==> src/rtl/sort_pkt_arbiter.sv <==
// sort_pkt_arbiter: packet-level round-robin arbiter sharing one sort engine between NUM_SRC Avalon-ST sources.
// Latency: grant registered one cycle after an SOP is seen in IDLE; the PASS data path is combinational (zero latency).
// Backpressure: granted source's ready mirrors src_ready_i; the next grant waits for done_i from the sorter.
//
// Ports:
//   clk_i, arstn_i                     clock, asynchronous active-low reset
//   snk_*_i / snk_ready_o              NUM_SRC packed Avalon-ST sinks (source k at [k*DWIDTH +: DWIDTH])
//   src_*_o / src_ready_i              single Avalon-ST stream towards the sorter
//   done_i                             sorter finished emitting the sorted packet
//   grant_id_o, busy_o, trunc_o        status: current/last owner, not-IDLE, truncation pulse
//   stat_pkt_cnt_o                     per-source 16-bit packet counters (source k at [k*16 +: 16])
// Optional feature: define SORT_ARB_STATS_EN to build the packet counters; otherwise stat_pkt_cnt_o is 0.
module sort_pkt_arbiter #(
  parameter  int DWIDTH      = 8,
  parameter  int NUM_SRC     = 4,
  parameter  int MAX_PKT_LEN = 1024,
  localparam int SRC_W       = $clog2(NUM_SRC),
  localparam int CNT_W       = $clog2(MAX_PKT_LEN + 1)
) (
  input  logic                      clk_i,
  input  logic                      arstn_i,
  input  logic [NUM_SRC*DWIDTH-1:0] snk_data_i,
  input  logic [NUM_SRC-1:0]        snk_startofpacket_i,
  input  logic [NUM_SRC-1:0]        snk_endofpacket_i,
  input  logic [NUM_SRC-1:0]        snk_valid_i,
  output logic [NUM_SRC-1:0]        snk_ready_o,
  output logic [DWIDTH-1:0]         src_data_o,
  output logic                      src_startofpacket_o,
  output logic                      src_endofpacket_o,
  output logic                      src_valid_o,
  input  logic                      src_ready_i,
  input  logic                      done_i,
  output logic [SRC_W-1:0]          grant_id_o,
  output logic                      busy_o,
  output logic                      trunc_o,
  output logic [NUM_SRC*16-1:0]     stat_pkt_cnt_o
);

  localparam int IDX_W = SRC_W + 1;

  typedef enum logic [1:0] {IDLE, PASS, DROP, WAIT_DONE} state_t;

  state_t            state;
  logic [SRC_W-1:0]  grant;
  logic [SRC_W-1:0]  ptr;
  logic [CNT_W-1:0]  wcnt;
  logic              trunc_q;

  logic [DWIDTH-1:0] g_data;
  logic              g_sop;
  logic              g_eop;
  logic              g_vld;
  logic              last_word;
  logic              xfer;

  logic [NUM_SRC-1:0] cand;
  logic               win_found;
  logic [SRC_W-1:0]   win_id;
  logic [IDX_W-1:0]   idx;

  // Granted source's lanes.
  assign g_data = snk_data_i[int'(grant)*DWIDTH +: DWIDTH];
  assign g_sop  = snk_startofpacket_i[grant];
  assign g_eop  = snk_endofpacket_i[grant];
  assign g_vld  = snk_valid_i[grant];

  // The word about to transfer is word number MAX_PKT_LEN of the packet.
  assign last_word = (wcnt == CNT_W'(MAX_PKT_LEN - 1));
  assign xfer      = (state == PASS) && g_vld && src_ready_i;

  assign cand = snk_valid_i & snk_startofpacket_i;

  // Round-robin search starting at ptr. Walking downward and overwriting
  // leaves the candidate closest to ptr (in wrap order) as the winner.
  always_comb begin
    win_found = 1'b0;
    win_id    = '0;
    idx       = '0;
    for (int i = NUM_SRC - 1; i >= 0; i--) begin
      idx = {1'b0, ptr} + IDX_W'(i);
      if (idx >= IDX_W'(NUM_SRC)) idx = idx - IDX_W'(NUM_SRC);
      if (cand[idx[SRC_W-1:0]]) begin
        win_found = 1'b1;
        win_id    = idx[SRC_W-1:0];
      end
    end
  end

  always_comb begin
    snk_ready_o         = '0;
    src_valid_o         = 1'b0;
    src_startofpacket_o = 1'b0;
    src_endofpacket_o   = 1'b0;
    case (state)
      // Stray mid-packet words (valid without SOP) are flushed while idle.
      IDLE: snk_ready_o = snk_valid_i & ~snk_startofpacket_i;
      PASS: begin
        snk_ready_o[grant]  = src_ready_i;
        src_valid_o         = g_vld;
        src_startofpacket_o = g_sop & (wcnt == '0);
        src_endofpacket_o   = g_eop | last_word;
      end
      DROP:    snk_ready_o[grant] = 1'b1;
      default: ;
    endcase
    // Reset is visible on the handshake immediately, not at the next edge,
    // so the idle flush cannot swallow words while reset is held.
    if (!arstn_i) snk_ready_o = '0;
  end

  assign src_data_o = g_data;
  assign grant_id_o = grant;
  assign busy_o     = (state != IDLE);
  assign trunc_o    = trunc_q;

  always_ff @(posedge clk_i or negedge arstn_i) begin
    if (!arstn_i) begin
      state   <= IDLE;
      grant   <= '0;
      ptr     <= '0;
      wcnt    <= '0;
      trunc_q <= 1'b0;
    end else begin
      trunc_q <= 1'b0;
      case (state)
        IDLE: begin
          if (win_found) begin
            grant <= win_id;
            wcnt  <= '0;
            state <= PASS;
          end
        end
        PASS: begin
          if (xfer) begin
            wcnt <= wcnt + CNT_W'(1);
            if (g_eop) begin
              state <= WAIT_DONE;
            end else if (last_word) begin
              state   <= DROP;
              trunc_q <= 1'b1;
            end
          end
        end
        DROP: begin
          if (g_vld && g_eop) state <= WAIT_DONE;
        end
        WAIT_DONE: begin
          if (done_i) begin
            ptr   <= (grant == SRC_W'(NUM_SRC - 1)) ? '0 : grant + SRC_W'(1);
            state <= IDLE;
          end
        end
        default: state <= IDLE;
      endcase
    end
  end

`ifdef SORT_ARB_STATS_EN
  logic                  enter_wait;
  logic [NUM_SRC*16-1:0] stat_q;

  assign enter_wait = (xfer && g_eop) || ((state == DROP) && g_vld && g_eop);

  always_ff @(posedge clk_i or negedge arstn_i) begin
    if (!arstn_i) begin
      stat_q <= '0;
    end else if (enter_wait) begin
      stat_q[int'(grant)*16 +: 16] <= stat_q[int'(grant)*16 +: 16] + 16'd1;
    end
  end

  assign stat_pkt_cnt_o = stat_q;
`else
  assign stat_pkt_cnt_o = '0;
`endif

endmodule

==> config.mk <==
export PLATFORM = sky130hd
export DESIGN_NAME = sort_pkt_arbiter
export DESIGN_NICKNAME = d
export VERILOG_FILES = /design/src/rtl/sort_pkt_arbiter.sv
export SDC_FILE = /design/constraint.sdc
export NUM_CORES = 1
export LEC_CHECK = 0
export ABC_AREA = 1
export CORE_MARGIN = 2
export CORE_UTILIZATION = 43
export CTS_CLUSTER_DIAMETER = 60
export DETAILED_ROUTE_END_ITERATION = 16
export PLACE_DENSITY = 0.94
export SLEW_MARGIN = 5
export SYNTH_ARGS = -nofsm -noshare
export SYNTH_HDL_FRONTEND = slang
export SYNTH_SLANG_ARGS = --single-unit
export TNS_END_PERCENT = 30
==> constraint.sdc <==
create_clock -name clk_i -period 4.6 [get_ports clk_i]
set_input_delay 0.92 -clock clk_i [delete_from_list [all_inputs] [get_ports clk_i]]
set_output_delay 0.92 -clock clk_i [all_outputs]
set_load 0.01 [all_outputs]
==> impl_metrics.py <==
metrics = {
    "die": {
        "dieArea_mm2": 0.00612,
        "rows": 27,
        "core_mm2": 0.00541,
        "die_y_um": 78.2,
        "die_x_um": 78.2,
        "ios": 131,
        "start_util": 0.438,
    },
    "min_path": {
        "worstHoldPathCells": 2,
        "hp-class": "flip-flop to flip-flop",
        "min_from": "wcnt[3]$_DFFE_PN0P_",
        "whs_endpoint": "wcnt[3]$_DFFE_PN0P_",
    },
    "drt": {
        "post_drt_wl_per_cell_um": 11.9,
        "routed_wl_um": 5800,
        "first_pass_iters": 5,
        "drc": 0,
        "ant_nets": 0,
        "vias": 2355,
        "drt_iter0_markers": 145,
        "via_per_inst": 4.82,
    },
    "power": {
        "p_leak_nw": 1.42,
        "power_frac_seq": 0.206,
        "switchingPower_w": 0.000671,
        "swShare": 0.516,
        "internal-power_w": 0.000629,
        "irDropWorstVdd_mv": 0.294,
        "pwr-share-comb": 0.692,
        "clockPowerShare": 0.101,
        "powerDensity_mw_per_mm2": 451,
    },
    "worst_setup_path": {
        "cp_cell_sequence": "clkdlybuf4s50_1, inv_1, o21ai_0, a21oi_1, nor4b_1, clkdlybuf4s50_1",
        "crit_required_ns": 3.68,
        "reg2reg_to": "state[0]$_DFFE_PN0P_",
        "critical-path-max-stage-delay_ns": 0.61,
        "worst_setup_path_start_kind": "primary input",
        "crit_top_cell": "clkdlybuf4s50_1",
        "criticalPathCategory": "primary input to output port",
        "critPathMaxFanout": 4,
        "cp.arrival_ns": 2.81,
        "r2r_start": "grant_id_o[1]$_DFFE_PN0P_",
        "r2r_slack_ns": 2.64,
        "crit_slowest_cell": "clkdlybuf4s50_1",
        "worstRegToRegCells": 9,
        "end_kind": "output port",
    },
    "layout": {
        "antennaDiodeCount": 0,
        "area_growth_pct": 21.5,
        "finalInstanceArea_mm2": 0.00288,
        "drive_gt1_frac": 0.0719,
        "fillCellCount": 503,
        "final_common_cell": "nand2_1",
        "multi_input_area_mm2": 0.00150,
        "finalNetCount": 477,
        "layout_common_cells": "nand2_1 (85), clkdlybuf4s50_1 (66), conb_1 (64)",
        "seqCellArea_um2": 450,
    },
    "placed_design": {
        "port_buffers": 66,
        "dp_hpwl_um": 4580,
        "placed_cell_area_mm2": 0.00283,
        "routabilityCongestion": 0.884,
    },
    "global_routing": {
        "use_met2": 0.315,
        "antenna_found_initial": 0,
        "grtUsageMet3": 0.0287,
        "track_usage": 0.185,
        "grt_pass1_vias": 2124,
        "grt_max_degree": 25,
        "grt-busiest-layer": "met2",
        "grt_first_pass_wirelength_um": 9430,
        "overflow": 0,
        "use_met1": 0.238,
    },
    "logic_synthesis": {
        "ys_seq_elements": 18,
        "netlist_area_mm2": 0.00237,
        "yosysWarnings": 0,
        "synth_cell_types": 35,
        "syn_area_per_cell_um2": 6.68,
        "synthCells": 355,
        "synth_edf_count": 0,
        "yosysTopAreaCell": "buf_4",
        "ys_async_sr_fraction": 1.00,
        "seq_area_frac_synth": 0.190,
        "synthFlopType": "dfrtp_1",
        "synthTopCellsByArea": "buf_4 (21%), dfrtp_1 (19%), nand2_1 (13%)",
        "yosysTopAreaCellShare": 0.209,
    },
    "timing": {
        "tns_ns": 0,
        "max_freq_mhz": 268,
        "setup_viol": 0,
        "finalClockSkew_ns": 0.00353,
        "slew_viol_final": 0,
        "hold_viol_final": 0,
        "slew_headroom": 0.559,
        "worstMarginPinSlew_ns": 0.662,
        "fin_hold_ws_ns": 0.528,
        "post-route-period-util": 0.812,
        "min_period_ns": 3.73,
        "grt_setup_unrepaired": "no",
    },
    "clocking": {
        "cts_buffers": 3,
        "clock_tree.buffer_depth": 2,
        "hold_buffers": 0,
        "cts_sinks": 18,
        "ctsResizeCount": 0,
        "cts_setup_buffers": 0,
        "cts-htree-levels": 1,
        "cts.clk_slew.worst_paths_ns": 0.07,
        "clock_latency_ns": 0.26,
        "cts_root_buffer": "clkbuf_8",
        "cts_tree": "done",
    },
    "run": {
        "drv_cap": 0,
    },
    "status": {
        "status": "completed",
    },
}
## cells in the mapped netlist, types with 3 or more instances
master,instances
nand4_1,3
a22oi_1,3
nand3_1,26
a21oi_1,9
dfrtp_1,18
o21ai_1,5
o22ai_1,8
buf_4,66
o21ai_0,20
nor3_1,4
nor2_1,32
o21ai_2,7
nand3_2,4
inv_1,24
buf_6,3
nand2_1,85
nor2_2,3
ha_1,11
## per-layer routing
layer / vias to the layer above / share of wire
met5: - / 0
met4: 0 / 0.019
met3: 12 / 0.066
met2: 106 / 0.50
met1: 1089 / 0.42
li1: 1148 / -
## worst max-delay path, delay by kind of cell
kind | cells | cell delay [ns]
buf+inv | 3 | 1.22
compound gates | 2 | 0.29
simple gates | 1 | 0.38
## final cells by class
type	count	share of cell area
clock buffers	4	0.0191
repair buffers	68	0.235
multi-input cells	299	0.520
flip-flops and latches	18	0.156
well taps	72	0.0313
inverters	28	0.0382
## sequential cells by signal (all words and copies together) (netlist names)
register    count
ptr             2
wcnt           11
grant_id_o      2
state           2
trunc_o         1
## per-stage QoR
stage               power [W]  std cells  setup WS (ns)   util
floorplan            0.000904        418           2.08      -
global placement      0.00112        485          0.888  0.523
detailed placement    0.00115        485          0.878  0.523
CTS                   0.00129        489          0.858  0.533
global route          0.00142        489          0.750  0.533
finish                0.00130        489          0.866  0.533
## power groups by stage
stage | sequential, W | clock [W] | combinational (W)
floorplan | 0.000233 | 0 | 0.000670
global placement | 0.000265 | 0 | 0.000859
detailed placement | 0.000268 | 0 | 0.000882
CTS | 0.000266 | 0.000135 | 0.000892
global route | 0.000274 | 0.000142 | 0.00100
finish | 0.000268 | 0.000131 | 0.000900
## worst max path at each step
stage                            from                   to  slack, ns  cells past startpoint
2_1_floorplan  snk_startofpacket_i[2]  src_startofpacket_o       2.08                      4
3_5_place_dp   snk_startofpacket_i[2]  src_startofpacket_o       0.88                      6
5_1_grt        snk_startofpacket_i[2]  src_startofpacket_o       0.75                      6
3_3_place_gp   snk_startofpacket_i[2]  src_startofpacket_o       0.89                      6
4_1_cts        snk_startofpacket_i[2]  src_startofpacket_o       0.86                      6
6_report       snk_startofpacket_i[2]  src_startofpacket_o       0.87                      6
## cell families (layout without fill, tap and decap cells)
logic type | Yosys count | count (layout) | synth area share
fa+ha+maj | 11 | 11 | 0.0581
simple gates | 166 | 166 | 0.324
compound gates | 55 | 55 | 0.138
flops | 18 | 18 | 0.190
other cells | 1 | 64 | 0.00158
buf+inv | 101 | 100 | 0.277
xor+xnor | 3 | 3 | 0.0111
No activity file was read; power rests on OpenSTA's default activity.
